==> src/rtl/ascon_ctrl_fsm_pkg.sv <==
// Shared types and round constants for the Ascon-128 control FSM.
// Imported by the FSM top and its round counter.
package ascon_pack;

  typedef enum logic [2:0] {
    S_IDLE,
    S_INIT,
    S_WAIT_AD,
    S_AD,
    S_WAIT_PT,
    S_PT,
    S_FINAL,
    S_DONE
  } fsm_state_t;

  localparam logic [3:0] ROUND_PA_FIRST = 4'd0;
  localparam logic [3:0] ROUND_PB_FIRST = 4'd6;
  localparam logic [3:0] ROUND_LAST     = 4'd11;

  // Saturating step: the counter parks on the last round.
  function automatic logic [3:0] round_step(
    input logic [3:0] r
  );
    return (r >= ROUND_LAST) ? ROUND_LAST : r + 4'd1;
  endfunction

endpackage

==> src/rtl/ascon_ctrl_fsm_round_counter.sv <==
// Loadable round counter for the Ascon permutation.
// A load presents the load value in the same cycle.
module round_counter
  import ascon_pack::*;
(
  input  logic       i_clk,
  input  logic       i_rst,
  input  logic       i_load,
  input  logic [3:0] i_load_val,
  input  logic       i_en,
  output logic [3:0] o_round,
  output logic       o_last
);

  logic [3:0] r_round;
  logic [3:0] w_round;

  assign w_round = i_load ? i_load_val : r_round;

  always_ff @(posedge i_clk or posedge i_rst) begin
    if (i_rst) begin
      r_round <= '0;
    end else if (i_load || i_en) begin
      r_round <= round_step(w_round);
    end
  end

  assign o_round = w_round;
  assign o_last  = (w_round == ROUND_LAST);

endmodule

==> src/rtl/ascon_ctrl_fsm.sv <==
// Ascon-128 control FSM: init, one AD block, NB_PT_BLOCKS plaintext
// blocks and finalisation, one permutation round per clock.
module ascon_ctrl_fsm
  import ascon_pack::*;
#(
  parameter int NB_PT_BLOCKS = 4
) (
  input  logic       clock_i,
  input  logic       reset_i,
  input  logic       start_i,
  input  logic       data_valid_i,
  output logic       data_ready_o,
  output logic [3:0] round_o,
  output logic       select_o,
  output logic       en_state_o,
  output logic       en_xor_data_begin_o,
  output logic       en_xor_key_begin_o,
  output logic       en_xor_lsb_end_o,
  output logic       en_xor_key_end_o,
  output logic       en_cipher_o,
  output logic       en_tag_o,
  output logic       cipher_valid_o,
  output logic       tag_valid_o,
  output logic       done_o
);

  localparam int BW = $clog2(NB_PT_BLOCKS) + 1;
  localparam logic [BW-1:0] LAST_BLK = BW'(NB_PT_BLOCKS - 1);

  fsm_state_t r_state;
  fsm_state_t w_next;

  logic [BW-1:0] r_blk_cnt;
  logic          r_cipher_valid;
  logic          r_tag_valid;

  logic          w_load;
  logic [3:0]    w_load_val;
  logic          w_cnt_en;
  logic          w_last;
  logic [3:0]    w_round;
  logic          w_blk_clr;
  logic          w_blk_inc;
  logic          w_start_acc;

  round_counter u_round (
    .i_clk      (clock_i),
    .i_rst      (reset_i),
    .i_load     (w_load),
    .i_load_val (w_load_val),
    .i_en       (w_cnt_en),
    .o_round    (w_round),
    .o_last     (w_last)
  );

  always_ff @(posedge clock_i or posedge reset_i) begin
    if (reset_i) begin
      r_state <= S_IDLE;
    end else begin
      r_state <= w_next;
    end
  end

  always_ff @(posedge clock_i or posedge reset_i) begin
    if (reset_i) begin
      r_blk_cnt <= '0;
    end else if (w_blk_clr) begin
      r_blk_cnt <= '0;
    end else if (w_blk_inc) begin
      r_blk_cnt <= r_blk_cnt + 1'b1;
    end
  end

  // Tag stays readable after done until the next message starts.
  always_ff @(posedge clock_i or posedge reset_i) begin
    if (reset_i) begin
      r_cipher_valid <= 1'b0;
      r_tag_valid    <= 1'b0;
    end else begin
      r_cipher_valid <= en_cipher_o;
      if (en_tag_o) begin
        r_tag_valid <= 1'b1;
      end else if (w_start_acc) begin
        r_tag_valid <= 1'b0;
      end
    end
  end

  always_comb begin
    w_next              = r_state;
    w_load              = 1'b0;
    w_load_val          = ROUND_PA_FIRST;
    w_cnt_en            = 1'b0;
    w_blk_clr           = 1'b0;
    w_blk_inc           = 1'b0;
    w_start_acc         = 1'b0;
    data_ready_o        = 1'b0;
    select_o            = 1'b0;
    en_state_o          = 1'b0;
    en_xor_data_begin_o = 1'b0;
    en_xor_key_begin_o  = 1'b0;
    en_xor_lsb_end_o    = 1'b0;
    en_xor_key_end_o    = 1'b0;
    en_cipher_o         = 1'b0;
    en_tag_o            = 1'b0;
    done_o              = 1'b0;

    unique case (r_state)
      S_IDLE: begin
        if (start_i) begin
          w_start_acc = 1'b1;
          w_load      = 1'b1;
          w_load_val  = ROUND_PA_FIRST;
          select_o    = 1'b1;
          en_state_o  = 1'b1;
          w_next      = S_INIT;
        end
      end
      S_INIT: begin
        en_state_o = 1'b1;
        w_cnt_en   = 1'b1;
        if (w_last) begin
          en_xor_key_end_o = 1'b1;
          w_next           = S_WAIT_AD;
        end
      end
      S_WAIT_AD: begin
        data_ready_o = 1'b1;
        if (data_valid_i) begin
          w_load              = 1'b1;
          w_load_val          = ROUND_PB_FIRST;
          en_xor_data_begin_o = 1'b1;
          en_state_o          = 1'b1;
          w_next              = S_AD;
        end
      end
      S_AD: begin
        en_state_o = 1'b1;
        w_cnt_en   = 1'b1;
        if (w_last) begin
          en_xor_lsb_end_o = 1'b1;
          w_blk_clr        = 1'b1;
          w_next           = S_WAIT_PT;
        end
      end
      S_WAIT_PT: begin
        data_ready_o = 1'b1;
        if (data_valid_i) begin
          w_load              = 1'b1;
          en_xor_data_begin_o = 1'b1;
          en_cipher_o         = 1'b1;
          en_state_o          = 1'b1;
          // The last block is absorbed straight into finalisation.
          if (r_blk_cnt == LAST_BLK) begin
            w_load_val         = ROUND_PA_FIRST;
            en_xor_key_begin_o = 1'b1;
            w_next             = S_FINAL;
          end else begin
            w_load_val = ROUND_PB_FIRST;
            w_next     = S_PT;
          end
        end
      end
      S_PT: begin
        en_state_o = 1'b1;
        w_cnt_en   = 1'b1;
        if (w_last) begin
          w_blk_inc = 1'b1;
          w_next    = S_WAIT_PT;
        end
      end
      S_FINAL: begin
        en_state_o = 1'b1;
        w_cnt_en   = 1'b1;
        if (w_last) begin
          en_xor_key_end_o = 1'b1;
          en_tag_o         = 1'b1;
          w_next           = S_DONE;
        end
      end
      S_DONE: begin
        done_o = 1'b1;
        w_next = S_IDLE;
      end
      default: begin
        w_next = S_IDLE;
      end
    endcase
  end

  assign round_o        = w_round;
  assign cipher_valid_o = r_cipher_valid;
  assign tag_valid_o    = r_tag_valid;

endmodule

==> config.mk <==
export PLATFORM = sky130hd
export DESIGN_NAME = ascon_ctrl_fsm
export DESIGN_NICKNAME = d
export VERILOG_FILES = /design/src/rtl/ascon_ctrl_fsm_pkg.sv /design/src/rtl/ascon_ctrl_fsm_round_counter.sv /design/src/rtl/ascon_ctrl_fsm.sv
export SDC_FILE = /design/constraint.sdc
export NUM_CORES = 1
export LEC_CHECK = 0
export CAP_MARGIN = 20
export CORE_ASPECT_RATIO = 1.25
export CORE_MARGIN = 1
export CORE_UTILIZATION = 50
export CTS_CLUSTER_SIZE = 10
export DETAILED_ROUTE_END_ITERATION = 16
export GPL_ROUTABILITY_DRIVEN = 0
export PLACE_DENSITY = 0.79
export SLEW_MARGIN = 20
export SYNTH_ARGS = -nofsm -noshare
export SYNTH_HDL_FRONTEND = slang
export SYNTH_SLANG_ARGS = --single-unit
export TNS_END_PERCENT = 20
==> constraint.sdc <==
create_clock -name clock_i -period 7.4 [get_ports clock_i]
set_clock_uncertainty 0.15 [all_clocks]
set_input_delay 2.22 -clock clock_i [delete_from_list [all_inputs] [get_ports clock_i]]
set_output_delay 2.22 -clock clock_i [all_outputs]
set_load 0.03 [all_outputs]
==> results of run 1 <==
## sequential cells by signal (all words and copies together), names as in the netlist
name,flops
cipher_valid_o,1
r_blk_cnt,3
r_state,3
tag_valid_o,1
u_round.r_round,4
## Yosys cell counts (all sizes together)
| cell type | count |
|---|---|
| nor2b | 2 |
| nor4b | 1 |
| nand3b | 3 |
| o31ai | 2 |
| and4b | 1 |
| or2 | 1 |
| or3b | 1 |
| o311a | 1 |
| a211oi | 1 |
| dfrtp | 12 |
| nand2b | 4 |
| a211o | 1 |
| a21oi | 7 |
| nand2 | 10 |
| a21boi | 1 |
| and3b | 1 |
| nor2 | 6 |
| mux2i | 1 |
| a21bo | 1 |
| o21ai | 6 |
| mux2 | 2 |
| a31oi | 3 |
| and2 | 3 |
| nand4b | 1 |
| nor3 | 2 |
| or3 | 1 |
| inv | 9 |
| o311ai | 2 |
| a221oi | 2 |
| a21o | 2 |
| o22ai | 1 |
| buf | 6 |
| nand3 | 3 |
| o211a | 1 |
| and4bb | 1 |
| or4b | 1 |
| ha | 3 |
## worst max path at each step
stage	to	slack, ns	start	cells after the start
global placement	en_xor_lsb_end_o	0.36	data_valid_i	8
detailed placement	en_xor_lsb_end_o	0.31	data_valid_i	8
CTS	en_xor_lsb_end_o	0.28	data_valid_i	8
finish	en_xor_lsb_end_o	0.27	data_valid_i	8
floorplan	en_xor_lsb_end_o	0.70	start_i	7
global route	en_xor_lsb_end_o	0.09	data_valid_i	8
## placed cells by master (no fill, tap or decap), types with 4 or more instances in the layout
cell / count
inv_1: 8
a21oi_1: 5
nor2_1: 6
dfrtp_1: 12
nand2b_1: 4
clkdlybuf4s50_1: 19
o21ai_1: 5
nand2_1: 10
## routing by layer
| metal | routed length [um] | global-route usage [%] |
|---|---|---|
| met4 | 16 | 10.0 |
| met2 | 1040 | 40.7 |
| met1 | 987 | 30.1 |
| met5 | 0 | 0 |
| met3 | 51 | 2.65 |
## through the flow
step	util, %	std cells	cell area (sq um)	hold WS [ns]	setup slack (ns)
after floorplan	-	106	930	0.322	0.697
after global placement	63.9	140	1130	0.335	0.359
after detailed placement	63.9	140	1130	0.347	0.308
after CTS	65.2	143	1150	0.364	0.283
after global routing	65.2	143	1150	0.388	0.0855
final	65.2	143	1150	0.359	0.272
## worst min-delay path, delay by kind of cell (launching register included)
kind	cells	cell delay (ns)
AO/OA/AOI/OAI	1	0.06
flip-flops	1	0.36
AND/OR/NAND/NOR	1	0.05
## power groups by stage
| stage | combinational [mW] | sequential (mW) | clock (mW) |
|---|---|---|---|
| global route | 0.305 | 0.146 | 0.0440 |
| finish | 0.280 | 0.140 | 0.0407 |
| global placement | 0.275 | 0.139 | 0 |
| detailed placement | 0.280 | 0.140 | 0 |
| floorplan | 0.229 | 0.109 | 0 |
| CTS | 0.282 | 0.139 | 0.0411 |
## cell families after synthesis
family / synth area share, %
adders and majority gates: 4.04
AOI/OAI and AO/OA: 26.4
and+or+nand+nor: 26.5
muxes: 3.90
buffers and inverters: 6.86
DFF: 32.3
## layout make-up
type	count	area (sq um)
clock buffers	3	22.5
fillers	166	614
inverters	9	33.8
multi-input cells	79	566
flip-flops and latches	12	300
well taps	19	23.8
repair buffers	21	205
==> results_dict.tcl, run 1 <==
set metrics [dict create \
    min_from "r_blk_cnt[1]" \
    p_int_mw 0.240 \
    crit_slowest_cell "clkdlybuf4s50_1" \
    place_hpwl_mm 1.55 \
    peakVddDrop_uv 293 \
    antenna_found_initial 0 \
    ctsResizeCount 0 \
    rsz0062_at_grt "false" \
    cp_top_family "buffers and inverters" \
    setup_tns_ns 0 \
    setup_viol_count_final 0 \
    start_util_pct 52.7 \
    crit_top_cell "clkdlybuf4s50_1" \
    grt_pass1_vias 753 \
    wirelength_mm 2.09 \
    ys_top_cells_by_area "dfrtp_1 32%, ha_1 4.0%, nand2_1 4.0%" \
    cts_sinks 12 \
    worstRegToRegCells 9 \
    status "completed" \
    die_h_um 50.2 \
    num_vias 833 \
    switching_power_mw 0.221 \
    cp_max_fo 8 \
    syn_to_final_growth_pct 23.8 \
    crit_buf_inv 2 \
    tightest_slew_ns 0.735 \
    cts.clk_slew.worst_paths_ns 0.08 \
    p_per_area_mw_per_mm2 400 \
    post_cts_buffers 0 \
    overflow 0 \
    grt_util_all_layers_pct 24.4 \
    r2r-end "r_blk_cnt[0]" \
    h-tree-depth 1 \
    max-clock-path-buffers 2 \
    synth_top_area_cell "dfrtp_1" \
    reg2reg_from "r_state[2]" \
    p_leak_nw 0.512 \
    avgSynthCellArea_sq_um 8.77 \
    fin_crit_ns 7.13 \
    wl_per_cell_um 14.6 \
    path_class "in -> out" \
    whs_path_depth 2 \
    syn_nets 113 \
    power_mw 0.460 \
    grt_pass1_wl_mm 3.40 \
    cp-end-kind "output pin" \
    synth_top_cell_area_share_pct 32.3 \
    rrSetupSlack_ns 4.43 \
    synthCells 106 \
    hold_end "r_blk_cnt[1]" \
    clkPwrFrac_pct 8.8 \
    coreArea_sq_mm 0.00177 \
    drive_above_1_share_pct 12.1 \
    cts-root-buf "clkbuf_4" \
    die_area_sq_mm 0.00204 \
    ys_ff_latch 12 \
    yosysSeqAreaShare_pct 32.3 \
    p_seq_share_pct 30.4 \
    drv_cap 0 \
    worstPathCellList "clkdlybuf4s50_1, mux2_4, a21oi_2, and2_1, ha_1, nand3b_1, nor3_1, clkdlybuf4s50_1" \
    holdBufCountCts 0 \
    slew_headroom_pct 51.0 \
    critPathLaunchType "primary input" \
    yosysUniqueCellTypes 43 \
    power_frac_comb_pct 60.8 \
    cts_tree "built" \
    syn_area_sq_um 930 \
    hold_violations 0 \
    numCtsBuffers 3 \
    io_buffer_count 19 \
    fmax_mhz 140 \
    drtIter0Drc 9 \
    final_max_slew_viol_count 0 \
    post-route-period-util_pct 96.3 \
    yosysWarnings 0 \
    cp.arrival_ns 4.76 \
    antennaDiodeCount 0 \
    die_w_um 40.6 \
    firstDrtPassIters 4 \
    drcViolationCount 0 \
    cpPeakStageDelay_ns 0.72 \
    hold_path_class "reg -> reg" \
    power_switching_share_pct 47.9 \
    cp.required_ns 5.03 \
    clk_latency_ns 0.27 \
    ios 20 \
    grt_max_degree 25 \
    avgViaCountPerCell 5.83 \
    num_rows 17 \
    ant_nets 0 \
    nNetsFinal 133 \
]
(Power assumes the default switching activity.)
==> inputs of run 2 (changes only) <==
--- a/config.mk
+++ b/config.mk
@@ -5,7 +5,7 @@
 export SDC_FILE = /design/constraint.sdc
 export NUM_CORES = 1
 export LEC_CHECK = 0
-export CAP_MARGIN = 20
+export CAP_MARGIN = 25
 export CORE_ASPECT_RATIO = 1.25
 export CORE_MARGIN = 1
 export CORE_UTILIZATION = 50
==> constraint.sdc (replaced) <==
create_clock -name clock_i -period 7.4 [get_ports clock_i]
set_clock_uncertainty 0.15 [all_clocks]
set_input_delay 1.48 -clock clock_i [delete_from_list [all_inputs] [get_ports clock_i]]
set_output_delay 1.48 -clock clock_i [all_outputs]
set_load 0.03 [all_outputs]
==> run 2 against run 1 <==
  * Critical path depth unchanged
  * Sequential cell count unchanged
  * Non-clock buffer count decreased by 2
  * Fmax increased by 20%
  * Setup slack improved by 1.2 ns
  * Register-to-register slack got worse by 0.08 ns
  * Utilization decreased by 0.071 points
  * Design area decreased by 0.11%
  * Critical endpoint unchanged
  * First-iteration DRC count increased by 67%
==> results_dict.tcl, run 2 (synthesis gave the netlist of run 1 again) <==
set metrics [dict create \
    fin_crit_ns 5.93 \
    io_buffer_count 19 \
    die_area_sq_mm 0.00204 \
    post_cts_buffers 0 \
    critPathLaunch "data_valid_i" \
    power_frac_comb_pct 58.5 \
    cp_top_family "buffers and inverters" \
    critPathLaunchType "primary input" \
    cts_sinks 12 \
    cp-end-kind "output pin" \
    syn_to_final_growth_pct 23.7 \
    clk_latency_ns 0.28 \
    holdBufCountCts 0 \
    path_class "in -> out" \
    switching_power_mw 0.221 \
    cp.arrival_ns 4.30 \
    firstDrtPassIters 4 \
    drive_above_1_share_pct 11.4 \
    mostFrequentLayoutCells "19 x clkdlybuf4s50_1, 12 x dfrtp_1, 10 x nand2_1" \
    cts_tree "built" \
    status "completed" \
    multi_input_area_sq_um 566 \
    final_max_slew_viol_count 0 \
    grt_util_all_layers_pct 24.1 \
    die_h_um 50.2 \
    final_common_cell "clkdlybuf4s50_1" \
    nNetsFinal 131 \
    worstPathCellList "clkdlybuf4s50_1, mux2_4, a21oi_2, and2_1, ha_1, nand3b_1, nor3_1, clkdlybuf4s50_1" \
    p_per_area_mw_per_mm2 406 \
    crit_top_cell "clkdlybuf4s50_1" \
    power_switching_share_pct 47.3 \
    seqCellArea_sq_um 300 \
    hold_path_class "reg -> reg" \
    setup_tns_ns 0 \
    p_leak_nw 0.510 \
    grt_pass1_vias 776 \
    drtIter0Drc 15 \
    largestRegisters "u_round.r_round (4), r_blk_cnt (3), r_state (3)" \
    min_from "r_blk_cnt[2]" \
    tightest_slew_ns 0.731 \
    nFillCells 138 \
    clkPwrFrac_pct 11.6 \
    max-clock-path-buffers 2 \
    ant_nets 0 \
    num_rows 17 \
    cp.required_ns 5.77 \
    hold_violations 0 \
    setup_ws_ns 1.47 \
    peakVddDrop_uv 288 \
    grt_pass1_wl_mm 3.39 \
    setup_viol_count_final 0 \
    ios 20 \
    drv_cap 0 \
    ctsResizeCount 0 \
    cpPeakStageDelay_ns 0.72 \
    numCtsBuffers 3 \
    grt_max_degree 25 \
    rsz0062_at_grt "false" \
    die_w_um 40.6 \
    coreArea_sq_mm 0.00177 \
    cts-root-buf "clkbuf_4" \
    crit_slowest_cell "clkdlybuf4s50_1" \
    drcViolationCount 0 \
    place_hpwl_mm 1.45 \
    wirelength_mm 2.06 \
    post-route-period-util_pct 80.1 \
    cts.clk_slew.worst_paths_ns 0.08 \
    cp_max_fo 9 \
    overflow 0 \
    slew_headroom_pct 51.2 \
    regMostFlops "u_round.r_round" \
    crit_buf_inv 2 \
    placed_area_sq_mm 0.00111 \
    place_ws_ns 1.49 \
    largest_reg_flops 4 \
    reg2reg_from "r_state[2]" \
    antenna_found_initial 0 \
    avgViaCountPerCell 5.95 \
    p_int_mw 0.246 \
    p_seq_share_pct 29.9 \
    postLayoutCellArea_sq_mm 0.00115 \
    fmax_mhz 169 \
    start_util_pct 52.7 \
    antennaDiodeCount 0 \
    num_vias 845 \
    h-tree-depth 1 \
    wl_per_cell_um 14.5 \
    final_util_pct 65.1 \
]
[run 2: cell type report]
cell class | count | share of cell area (%)
sequential | 12 | 26.1
inverter | 9 | 2.94
clock buffer | 4 | 3.16
multi-input combinational | 79 | 49.2
tap | 19 | 2.07
timing repair buffer | 19 | 16.5
[run 2: worst paths after layout]
kind	end	slack (ns)	cells past startpoint
setup / recovery	en_xor_lsb_end_o	1.47	8
hold / removal	r_blk_cnt[2]	0.37	2
setup reg to reg	r_blk_cnt[0]	4.35	8
hold reg to reg	r_blk_cnt[2]	0.37	2
max in group asynchronous	r_state[2]	5.41	2
min in group asynchronous	u_round.r_round[0]	1.36	2
[run 2: stage by stage]
step	hold WS (ns)	power [mW]	cells
after detailed placement	0.363	0.413	138
final	0.370	0.466	142
after CTS	0.382	0.469	142
after global routing	0.403	0.502	142
after floorplan	0.322	0.339	106
after global placement	0.335	0.407	138
[run 2: power groups by stage]
stage          sequential [mW]  clock (mW)  combinational [mW]
2_1_floorplan            0.109           0               0.229
5_1_grt                  0.146      0.0584               0.298
3_5_place_dp             0.140           0               0.273
4_1_cts                  0.138      0.0557               0.275
6_report                 0.139      0.0541               0.273
3_3_place_gp             0.138           0               0.269
[run 2: metal layers]
layer,vias up,share of wire [%],global-route usage (%)
met5,-,0,0
met1,393,44,29.6
met3,6,3.7,5.31
met2,22,50,36.5
li1,424,-,-
met4,0,2.1,14.4
[run 2: worst min-delay path, delay by kind of cell (launching register included)]
kind	cells	cell delay (ns)
AND/OR/NAND/NOR	1	0.05
AO/OA/AOI/OAI	1	0.06
flip-flops	1	0.37
